[config.mk]
export PLATFORM = sky130hd
export DESIGN_NAME = if_stage
export DESIGN_NICKNAME = d
export VERILOG_FILES = /design/src/rtl/if_stage_pkg.sv /design/src/rtl/if_stage_if_id_reg.sv /design/src/rtl/if_stage.sv
export SDC_FILE = /design/constraint.sdc
export NUM_CORES = 1
export LEC_CHECK = 0
export ABC_CLOCK_PERIOD_IN_PS = 3000
export BUFFER_PORTS_ARGS = -buffer_cell sky130_fd_sc_hd__buf_4
export CAP_MARGIN = 30
export CORE_MARGIN = 10
export CORE_UTILIZATION = 54
export CTS_CLUSTER_DIAMETER = 30
export CTS_CLUSTER_SIZE = 12
export DETAILED_ROUTE_END_ITERATION = 8
export PLACE_DENSITY = 0.85
export SYNTH_ARGS = -nofsm -noshare
export SYNTH_HDL_FRONTEND = slang
export SYNTH_SLANG_ARGS = --single-unit
[constraint.sdc]
create_clock -name clk -period 3 [get_ports clk]
set_input_delay 0.15 -clock clk [delete_from_list [all_inputs] [get_ports clk]]
set_output_delay 0.15 -clock clk [all_outputs]
set_load 0.02 [all_outputs]
[src/rtl/if_stage_pkg.sv]
// Shared MIPS definitions used by the fetch stage and the decode controller:
// reset PC, NOP encoding, PC increment, the IF/ID record and PC alignment.
package if_stage_pkg;

  localparam int unsigned XLEN = 32;

  localparam logic [XLEN-1:0] MIPS_RESET_PC   = 32'h0000_0000;
  localparam logic [XLEN-1:0] MIPS_NOP_INST   = 32'h0000_0000;
  localparam logic [XLEN-1:0] MIPS_PC_INCR    = 32'h0000_0004;
  localparam logic [XLEN-1:0] MIPS_PC_ALIGN_M = 32'hFFFF_FFFC;

  // Which update the fetch stage performs on the coming clock edge, in priority order.
  typedef enum logic [2:0] {
    UPD_RESET    = 3'd0,
    UPD_HOLD     = 3'd1,
    UPD_REDIRECT = 3'd2,
    UPD_STALL    = 3'd3,
    UPD_NORMAL   = 3'd4
  } if_upd_e;

  typedef struct packed {
    logic [XLEN-1:0] inst;
    logic [XLEN-1:0] pc;
    logic [XLEN-1:0] pc_plus4;
    logic            valid;
  } if_id_t;

  function automatic logic [XLEN-1:0] align_pc(input logic [XLEN-1:0] pc);
    return pc & MIPS_PC_ALIGN_M;
  endfunction

endpackage

[src/rtl/if_stage_if_id_reg.sv]
// IF/ID pipeline register: hold freezes everything, flush injects a bubble
// while keeping the PC fields, otherwise the fetched record is latched.
module if_id_reg
  import if_stage_pkg::*;
#(
  parameter logic [XLEN-1:0] NOP_INST = MIPS_NOP_INST
) (
  input  logic   clk,
  input  logic   rst,
  input  logic   i_hold,
  input  logic   i_flush,
  input  if_id_t i_data,
  output if_id_t o_data
);

  if_id_t r_data;
  if_id_t w_data_next;

  always_comb begin
    w_data_next = r_data;
    if (i_hold) begin
      w_data_next = r_data;
    end else if (i_flush) begin
      // pc/pc_plus4 stay put so the bubble still carries its last address
      w_data_next.inst  = NOP_INST;
      w_data_next.valid = 1'b0;
    end else begin
      w_data_next = i_data;
    end
  end

  always_ff @(posedge clk) begin
    if (rst) begin
      r_data.inst     <= NOP_INST;
      r_data.pc       <= '0;
      r_data.pc_plus4 <= '0;
      r_data.valid    <= 1'b0;
    end else begin
      r_data <= w_data_next;
    end
  end

  assign o_data = r_data;

endmodule

[src/rtl/if_stage.sv]
// Instruction fetch stage: PC register with next-PC mux, instruction memory
// address, IF/ID register and a count of valid fetches.
module if_stage
  import if_stage_pkg::*;
#(
  parameter logic [31:0] RESET_PC = MIPS_RESET_PC,
  parameter logic [31:0] NOP_INST = MIPS_NOP_INST
) (
  input  logic        clk,
  input  logic        rst,
  input  logic        en,
  input  logic        stall,
  input  logic        redirect,
  input  logic [31:0] redirect_pc,
  output logic [31:0] imem_addr,
  input  logic [31:0] imem_data,
  output logic [31:0] id_inst,
  output logic [31:0] id_pc,
  output logic [31:0] id_pc_plus4,
  output logic        id_valid,
  output logic [31:0] fetch_count
);

  logic [31:0] r_pc;
  logic [31:0] r_fetch_count;
  logic [31:0] w_pc_plus4;
  logic [31:0] w_pc_next;
  logic [31:0] w_fetch_count_next;
  if_upd_e     w_upd;
  logic        w_hold;
  logic        w_flush;
  if_id_t      w_if_data;
  if_id_t      w_id_data;

  always_comb begin
    w_upd = UPD_NORMAL;
    if (rst) begin
      w_upd = UPD_RESET;
    end else if (!en) begin
      w_upd = UPD_HOLD;
    end else if (redirect) begin
      w_upd = UPD_REDIRECT;
    end else if (stall) begin
      w_upd = UPD_STALL;
    end
  end

  // Modulo-2^32 increment: 0xFFFF_FFFC wraps silently to 0.
  assign w_pc_plus4 = r_pc + MIPS_PC_INCR;

  always_comb begin
    w_pc_next          = r_pc;
    w_fetch_count_next = r_fetch_count;
    case (w_upd)
      UPD_RESET: begin
        w_pc_next          = align_pc(RESET_PC);
        w_fetch_count_next = '0;
      end
      UPD_REDIRECT: begin
        w_pc_next = align_pc(redirect_pc);
      end
      UPD_NORMAL: begin
        w_pc_next          = align_pc(w_pc_plus4);
        w_fetch_count_next = r_fetch_count + 32'd1;
      end
      default: begin
        w_pc_next          = r_pc;
        w_fetch_count_next = r_fetch_count;
      end
    endcase
  end

  always_ff @(posedge clk) begin
    if (rst) begin
      r_pc          <= align_pc(RESET_PC);
      r_fetch_count <= '0;
    end else begin
      r_pc          <= w_pc_next;
      r_fetch_count <= w_fetch_count_next;
    end
  end

  assign w_hold  = (w_upd == UPD_HOLD) || (w_upd == UPD_STALL);
  assign w_flush = (w_upd == UPD_REDIRECT);

  assign w_if_data.inst     = imem_data;
  assign w_if_data.pc       = r_pc;
  assign w_if_data.pc_plus4 = w_pc_plus4;
  assign w_if_data.valid    = 1'b1;

  if_id_reg #(
    .NOP_INST(NOP_INST)
  ) u_if_id_reg (
    .clk    (clk),
    .rst    (rst),
    .i_hold (w_hold),
    .i_flush(w_flush),
    .i_data (w_if_data),
    .o_data (w_id_data)
  );

  assign imem_addr   = r_pc;
  assign id_inst     = w_id_data.inst;
  assign id_pc       = w_id_data.pc;
  assign id_pc_plus4 = w_id_data.pc_plus4;
  assign id_valid    = w_id_data.valid;
  assign fetch_count = r_fetch_count;

endmodule

==> impl_metrics.env, run 1 <==
export IMPL_ys_seq_area_share_pct=46.7
export IMPL_crit_fanout=9
export IMPL_wl_per_cell_um=22.1
export IMPL_placed_area_um2=8160
export IMPL_netlist_top_cells_count="dfxtp_1, nand2_1, a21oi_1, clkbuf_1, nor2_1"
export IMPL_n_antenna_cell=0
export IMPL_path_common_cell="o21ai_0"
export IMPL_start_util_pct=55.3
export IMPL_h_tree_depth=4
export IMPL_hold_end="imem_addr[26]"
export IMPL_slowest_delay_ns=0.52
export IMPL_grt_overflow=0
export IMPL_cts_tree="done"
export IMPL_syn_inst=772
export IMPL_cp_end_kind="flip-flop"
export IMPL_seq_area_um2=3100
export IMPL_drt_total_wl_mm=25.3
export IMPL_clk_pin_slew_worst_paths_ns=0.07
export IMPL_clock_latency_ns=0.44
export IMPL_port_buffers=221
export IMPL_drt_iter0_drc=1020
export IMPL_fin_nets=1059
export IMPL_netlist_area_um2=6650
export IMPL_yosysTopAreaCellShare_pct=46.7
export IMPL_synth_edf_count=0
export IMPL_hp_class="in2reg"
export IMPL_antenna_left=0
export IMPL_min_from="redirect_pc[26]"
export IMPL_areaGrowthSynthToFinish_pct=39.8
export IMPL_rr_startpoint="imem_addr[2]"
export IMPL_startpoint_type="flip-flop"
export IMPL_worst_pin_slew_ns=0.901
export IMPL_min_period_ns=2.49
export IMPL_die_h_um=131
export IMPL_hold_violations=0
export IMPL_firstDrtPassIters=6
export IMPL_rsz0062_at_grt="false"
export IMPL_finClkSkew_ns=0.0125
export IMPL_core_area_um2=12000
export IMPL_avgSynthCellArea_um2=8.61
export IMPL_critPathBufInv=0
export IMPL_p_leak_nw=3.79
export IMPL_reg2reg_setup_slack_ns=0.51
export IMPL_drv_cap=0
export IMPL_final_cell_area_um2=9290
export IMPL_yosysMostFrequentCell="dfxtp_1"
export IMPL_grt_pass1_vias=6879
export IMPL_async_flop_share_pct=0
export IMPL_critPathKind="reg2reg"
export IMPL_ff2ff_path_depth=6
export IMPL_cp_slowest_cell="or3_1"
export IMPL_cts_buffer_depth=2
export IMPL_avgViaCountPerCell=6.14
export IMPL_required_ns=3.27
export IMPL_cp_data_arrival_time_ns=2.77
export IMPL_ys_flop_type="dfxtp_1"
export IMPL_yosysTopAreaCell="dfxtp_1"
export IMPL_fill_cells=738
export IMPL_ir_drop_v=0.000513
export IMPL_setup_viol=0
export IMPL_worstPathCellList="ha_1 > nand4_1 > or3_1 > o31a_1 > o21ai_0 > o21ai_0"
export IMPL_hold_depth=3
export IMPL_multi_input_area_um2=3070
export IMPL_synth_seq_cells=155
export IMPL_grt_use_total_pct=28.9
export IMPL_antenna_found_initial=0
export IMPL_numCtsBuffers=17
export IMPL_drc=0
export IMPL_io_pins=230
export IMPL_fmax_mhz=401
export IMPL_drive_gt1_share_pct=27.4
export IMPL_final_max_slew_viol_count=0
export IMPL_grt_max_degree=82
export IMPL_yosysWarnings=0
export IMPL_clockRootBuffer="clkbuf_16"
export IMPL_die_area_um2=17100
export IMPL_fin_crit_sh_pct=83.2
export IMPL_status="finished, final reports clean"
export IMPL_slew_headroom_pct=39.9
export IMPL_place_congestion=0.905
export IMPL_hpwl_mm=15.2
export IMPL_vias=7046
export IMPL_ys_top_cells_by_area="dfxtp_1, nand2_1, a21oi_1, a22o_1, xnor2_1"
export IMPL_rows=40
export IMPL_fin_setup_tns_ns=0
export IMPL_clock_sinks=155
export IMPL_critPathTopFamily="simple AND/OR/NAND/NOR gates"
export IMPL_r2r_end="imem_addr[20]"
export IMPL_ys_types=48
export IMPL_grt_pass1_wl_mm=38.1
export IMPL_die_x_um=131
export IMPL_powerDensity_nw_per_um2=534
-- final cells by class --
class | instances | area share, %
clock buffer | 22 | 5.10
clock inverter | 10 | 1.76
sequential | 155 | 33.4
multi-input combinational | 523 | 33.0
tap | 147 | 1.98
inverter | 7 | 0.283
timing repair buffer | 284 | 24.5
-- timing repair --
item,in CTS,in global routing
endpoints found under the setup margin,0,0
resized for setup,0,0
hold buffers,48,1
buffers inserted,0,0
endpoints found under the hold margin,48,1
-- metal layers --
| layer | part of all wire, % | up-vias | track usage, % |
|---|---|---|---|
| met1 | 35 | 3279 | 31.9 |
| li1 | - | 3137 | - |
| met4 | 4.7 | 0 | 14.7 |
| met3 | 12 | 119 | 10.8 |
| met2 | 48 | 511 | 47.8 |
| met5 | 0 | - | 0 |
-- worst max path at each step --
stage	from	endpoint	slack, ns	cells after the start
2_1_floorplan	fetch_count[6]	fetch_count[29]	0.99	7
3_3_place_gp	imem_addr[2]	imem_addr[18]	0.67	6
3_5_place_dp	imem_addr[2]	imem_addr[18]	0.62	6
4_1_cts	imem_addr[2]	imem_addr[18]	0.60	6
5_1_grt	imem_addr[2]	imem_addr[18]	0.41	6
6_report	imem_addr[2]	imem_addr[20]	0.51	6
-- worst reg2reg max path, delay by kind of cell, from the launching register on --
family | cells | cell delay (ns)
compound gates | 3 | 0.75
fa+ha+maj | 1 | 0.32
flops | 1 | 0.48
simple gates | 2 | 0.79
-- through the flow --
step | std cells | setup WS [ns] | hold slack (ns) | util (%) | total power [mW]
2_1_floorplan | 777 | 0.990 | 0.268 | - | 2.41
3_3_place_gp | 1066 | 0.667 | 0.359 | 67.7 | 2.58
3_5_place_dp | 1067 | 0.615 | 0.366 | 68.0 | 2.59
4_1_cts | 1147 | 0.599 | 0.00514 | 77.3 | 4.94
5_1_grt | 1148 | 0.410 | 0.00468 | 77.4 | 5.09
6_report | 1148 | 0.505 | 0.0127 | 77.4 | 4.96
-- power by group --
group	switching (mW)	total, mW	internal (mW)
clock	0.878	2.34	1.46
combinational	0.251	0.460	0.210
sequential	0.0588	2.16	2.10
-- flip-flops by register name (all words and copies together) (netlist names) --
| signal | cells |
|---|---|
| u_if_id_reg.o_data | 93 |
| fetch_count | 32 |
| imem_addr | 30 |
-- placed cells by master, fill, tap and decap left out, drive strengths merged, types with 5 or more instances in the layout --
| cell type | instances |
|---|---|
| a22o | 35 |
| buf | 235 |
| a211oi | 6 |
| or3 | 10 |
| clkbuf | 22 |
| clkinv | 5 |
| o22ai | 5 |
| dfxtp | 155 |
| nand2 | 110 |
| xnor2 | 32 |
| o31ai | 5 |
| nand3 | 23 |
| conb | 6 |
| dlygate4sd3 | 49 |
| o21ai | 38 |
| nor4 | 13 |
| nor2 | 48 |
| and3 | 9 |
| nor3 | 17 |
| a21oi | 64 |
| or4 | 6 |
| nand4 | 23 |
| inv | 7 |
| and4 | 9 |
| xor2 | 14 |
| a22oi | 16 |
-- cell families (layout without fill, tap and decap cells) --
group           Yosys count  count (layout)  synth area share, %
simple gates            280             280                 20.6
compound gates          189             189                 18.5
xor+xnor                 46              46                 6.06
buf+inv                  99             323                 7.70
other cells               1               6               0.0564
fa+ha+maj                 2               2                0.377
flops                   155             155                 46.7
Power figures use the tool's default switching activity.
==> run 2: changes to the inputs <==
- ABC_AREA: unset -> 1
- ABC_CLOCK_PERIOD_IN_PS: 3000 -> 2500
- CORE_UTILIZATION: 54 -> 51
- PLACE_DENSITY: 0.85 -> 0.8
- clock period: 3 -> 2.5 ns (I/O delays scaled with it)
==> run 2 against run 1 <==
  * Maximum frequency is 35% higher
  * Cell area increased by 4.7%
  * Non-clock buffer count rose by 7
  * Combinational power rose by 15%
  * Sequential share of layout area is 1.5 points lower
  * Die area up 9.5%
  * Utilization down 4.5 points
  * Critical path type unchanged
  * Critical endpoint is now imem_addr[16]
==> impl_metrics.env, run 2 <==
export IMPL_status="finished, final reports clean"
export IMPL_drc=0
export IMPL_path_common_cell="nand3_1"
export IMPL_fmax_mhz=542
export IMPL_fin_crit_sh_pct=73.8
export IMPL_fill_cells=1046
export IMPL_power_frac_comb_pct=9.4
export IMPL_utilization_pct=72.9
export IMPL_async_flop_share_pct=0
export IMPL_pwr_share_clk_pct=44.5
export IMPL_layout_commonest_cell="nand2_1"
export IMPL_setup_viol=0
export IMPL_die_h_um=137
export IMPL_hp_class="in2reg"
export IMPL_slowest_delay_ns=0.44
export IMPL_pre_cts_ws_ns=0.731
export IMPL_avgViaCountPerCell=5.16
export IMPL_clock_sinks=155
export IMPL_yosysMostFrequentCell="nand2_1"
export IMPL_yosysTopAreaCellShare_pct=44.4
export IMPL_worstPathCellList="ha_1 > nand3_1 > nor2_1 > nand3_1 > xor2_1 > nand2_1 > nand3_1"
export IMPL_areaGrowthSynthToFinish_pct=39.3
export IMPL_intPower_mw=4.20
export IMPL_critPathTopFamily="simple AND/OR/NAND/NOR gates"
export IMPL_fin_setup_tns_ns=0
export IMPL_die_x_um=137
export IMPL_cp_end_kind="flip-flop"
export IMPL_synth_seq_cells=155
export IMPL_drt_total_wl_mm=23.2
export IMPL_ys_types=33
export IMPL_avgSynthCellArea_um2=7.27
export IMPL_place_congestion=0.965
export IMPL_fin_ws_ns=0.654
export IMPL_muxShareOfSynthArea_pct=0
export IMPL_p_leak_nw=4.40
export IMPL_cp_slowest_cell="dfxtp_1"
export IMPL_n_antenna_cell=0
export IMPL_synth_fa_ha_area_share_pct=0.358
export IMPL_powerDensity_nw_per_um2=576
export IMPL_rows=42
export IMPL_syn_inst=961
export IMPL_netlist_top_cells_count="nand2_1, dfxtp_1, nor2_1, nand3_1, inv_1"
export IMPL_worst_pin_slew_ns=0.620
export IMPL_cp_data_arrival_time_ns=2.16
export IMPL_antenna_left=0
export IMPL_synth_compound_area_share_pct=11.3
export IMPL_critPathBufInv=0
export IMPL_largest_reg_flops=93
export IMPL_synth_xor_area_share_pct=1.61
export IMPL_yosysTopAreaCell="dfxtp_1"
export IMPL_hpwl_mm=16.2
export IMPL_core_area_um2=13300
export IMPL_synth_simple_gate_area_share_pct=32.6
export IMPL_final_max_slew_viol_count=0
export IMPL_final_cell_mix="nand2_1, buf_4, dfxtp_1, nor2_1, nand3_1"
export IMPL_wl_per_cell_um=16.6
export IMPL_yosysWarnings=0
export IMPL_grt_use_total_pct=23.8
export IMPL_die_area_um2=18800
export IMPL_io_pins=230
export IMPL_numCtsBuffers=17
export IMPL_grt_pass1_vias=6866
export IMPL_hold_violations=0
export IMPL_drive_gt1_share_pct=24.2
export IMPL_drv_cap=0
export IMPL_ys_flop_type="dfxtp_1"
export IMPL_grt_overflow=0
export IMPL_firstDrtPassIters=6
export IMPL_h_tree_depth=4
export IMPL_vias=7222
export IMPL_clock_latency_ns=0.42
export IMPL_ir_drop_v=0.000473
export IMPL_start_util_pct=52.3
export IMPL_grt_pass1_wl_mm=35.5
export IMPL_critPathKind="reg2reg"
export IMPL_swShare_pct=25.0
export IMPL_ys_seq_area_share_pct=44.4
export IMPL_grt_max_degree=61
export IMPL_required_ns=2.81
export IMPL_min_period_ns=1.85
export IMPL_finClkSkew_ns=0.00770
export IMPL_synth_top_family_by_area="simple AND/OR/NAND/NOR gates"
export IMPL_cts_buffer_depth=2
export IMPL_power_switching_mw=1.40
export IMPL_rsz0062_at_grt="false"
export IMPL_crit_fanout=5
export IMPL_netlist_area_um2=6980
export IMPL_clockRootBuffer="clkbuf_16"
export IMPL_dp_cells=1304
export IMPL_port_buffers=221
export IMPL_final_cell_area_um2=9730
export IMPL_placed_area_um2=8530
export IMPL_fin_nets=1281
export IMPL_seq_power_share_pct=46.1
export IMPL_ys_top_cells_by_area="dfxtp_1, nand2_1, nand3_1, a22o_1, nor2_1"
export IMPL_antenna_found_initial=0
export IMPL_drt_iter0_drc=670
export IMPL_cts_tree="done"
export IMPL_startpoint_type="flip-flop"
export IMPL_synth_edf_count=0
export IMPL_slew_headroom_pct=58.6
export IMPL_clk_pin_slew_worst_paths_ns=0.06
export IMPL_finalNonFillerCells=1399
==> run 2: cell count changes after synthesis, sizes merged, moves of 10 or more <==
| cell | previous run | this run |
|---|---|---|
| or3 | 10 | 0 |
| clkbuf | 51 | 9 |
| o21ai | 38 | 55 |
| nor2 | 48 | 105 |
| nand2 | 110 | 352 |
| a21oi | 64 | 9 |
| inv | 7 | 65 |
| buf | 41 | 57 |
| nor4 | 13 | 0 |
| xnor2 | 32 | 2 |
| nor3 | 17 | 0 |
| nand3 | 23 | 81 |
| a22oi | 16 | 0 |
| nand4 | 23 | 1 |
==> run 2: what timing repair did <==
| item | 4_1_cts | 5_1_grt |
|---|---|---|
| gates resized for setup | 0 | 0 |
| hold buffers | 63 | 0 |
| setup buffers | 0 | 0 |
| endpoints found under the hold margin | 64 | 0 |
==> run 2: cell type report <==
| cell class | count | area [µm²] | share of cell area (%) |
|---|---|---|---|
| Timing Repair Buffer | 291 | 2370 | 24.3 |
| Multi-Input combinational cell | 680 | 3230 | 33.2 |
| Tap cell | 176 | 220 | 2.26 |
| Sequential cell | 155 | 3100 | 31.9 |
| Inverter | 65 | 244 | 2.51 |
| Clock buffer | 19 | 453 | 4.66 |
| Clock inverter | 13 | 116 | 1.20 |
==> run 2: cells by family after synthesis <==
logic type	count (synthesis)
xor+xnor	12
fa+ha+maj	2
compound gates	120
buf+inv	131
simple gates	540
flops	155
other cells	1
==> run 2: path summary, 6_finish.rpt <==
check,from,end,slack [ns],cells after the start
setup / recovery,imem_addr[2],imem_addr[16],0.65,7
hold / removal,en,fetch_count[6],0.18,4
setup reg to reg,imem_addr[2],imem_addr[16],0.65,7
hold reg to reg,u_if_id_reg.o_data[6],u_if_id_reg.o_data[6],0.45,2
==> run 2: tightest hold or removal path, cell delays in order <==
cell      delay, ns
buf_4          0.09
nand2_1        0.12
nor2_1         0.15
a211oi_1       0.07
==> run 2: metrics by stage <==
stage	total power, mW	hold WS (ns)
floorplan	2.89	0.195
global route	5.77	0.192
global placement	3.07	0.322
finish	5.61	0.176
CTS	5.62	0.168
detailed placement	3.08	0.324
==> run 2: routing by layer <==
layer	up-vias	track usage [%]	routed length, µm	share of wire, %
met4	0	8.49	575	2.5
met5	-	0	0	0
met2	293	38.8	11200	48
met3	40	8.50	2120	9.2
li1	3549	-	-	-
met1	3340	28.2	9300	40
==> run 2: power groups by stage <==
stage | sequential, mW | clock [mW] | combinational [mW]
after floorplan | 2.66 | 0 | 0.232
after global placement | 2.64 | 0 | 0.434
after detailed placement | 2.64 | 0 | 0.439
after CTS | 2.58 | 2.51 | 0.522
after global routing | 2.59 | 2.61 | 0.564
final | 2.59 | 2.49 | 0.527
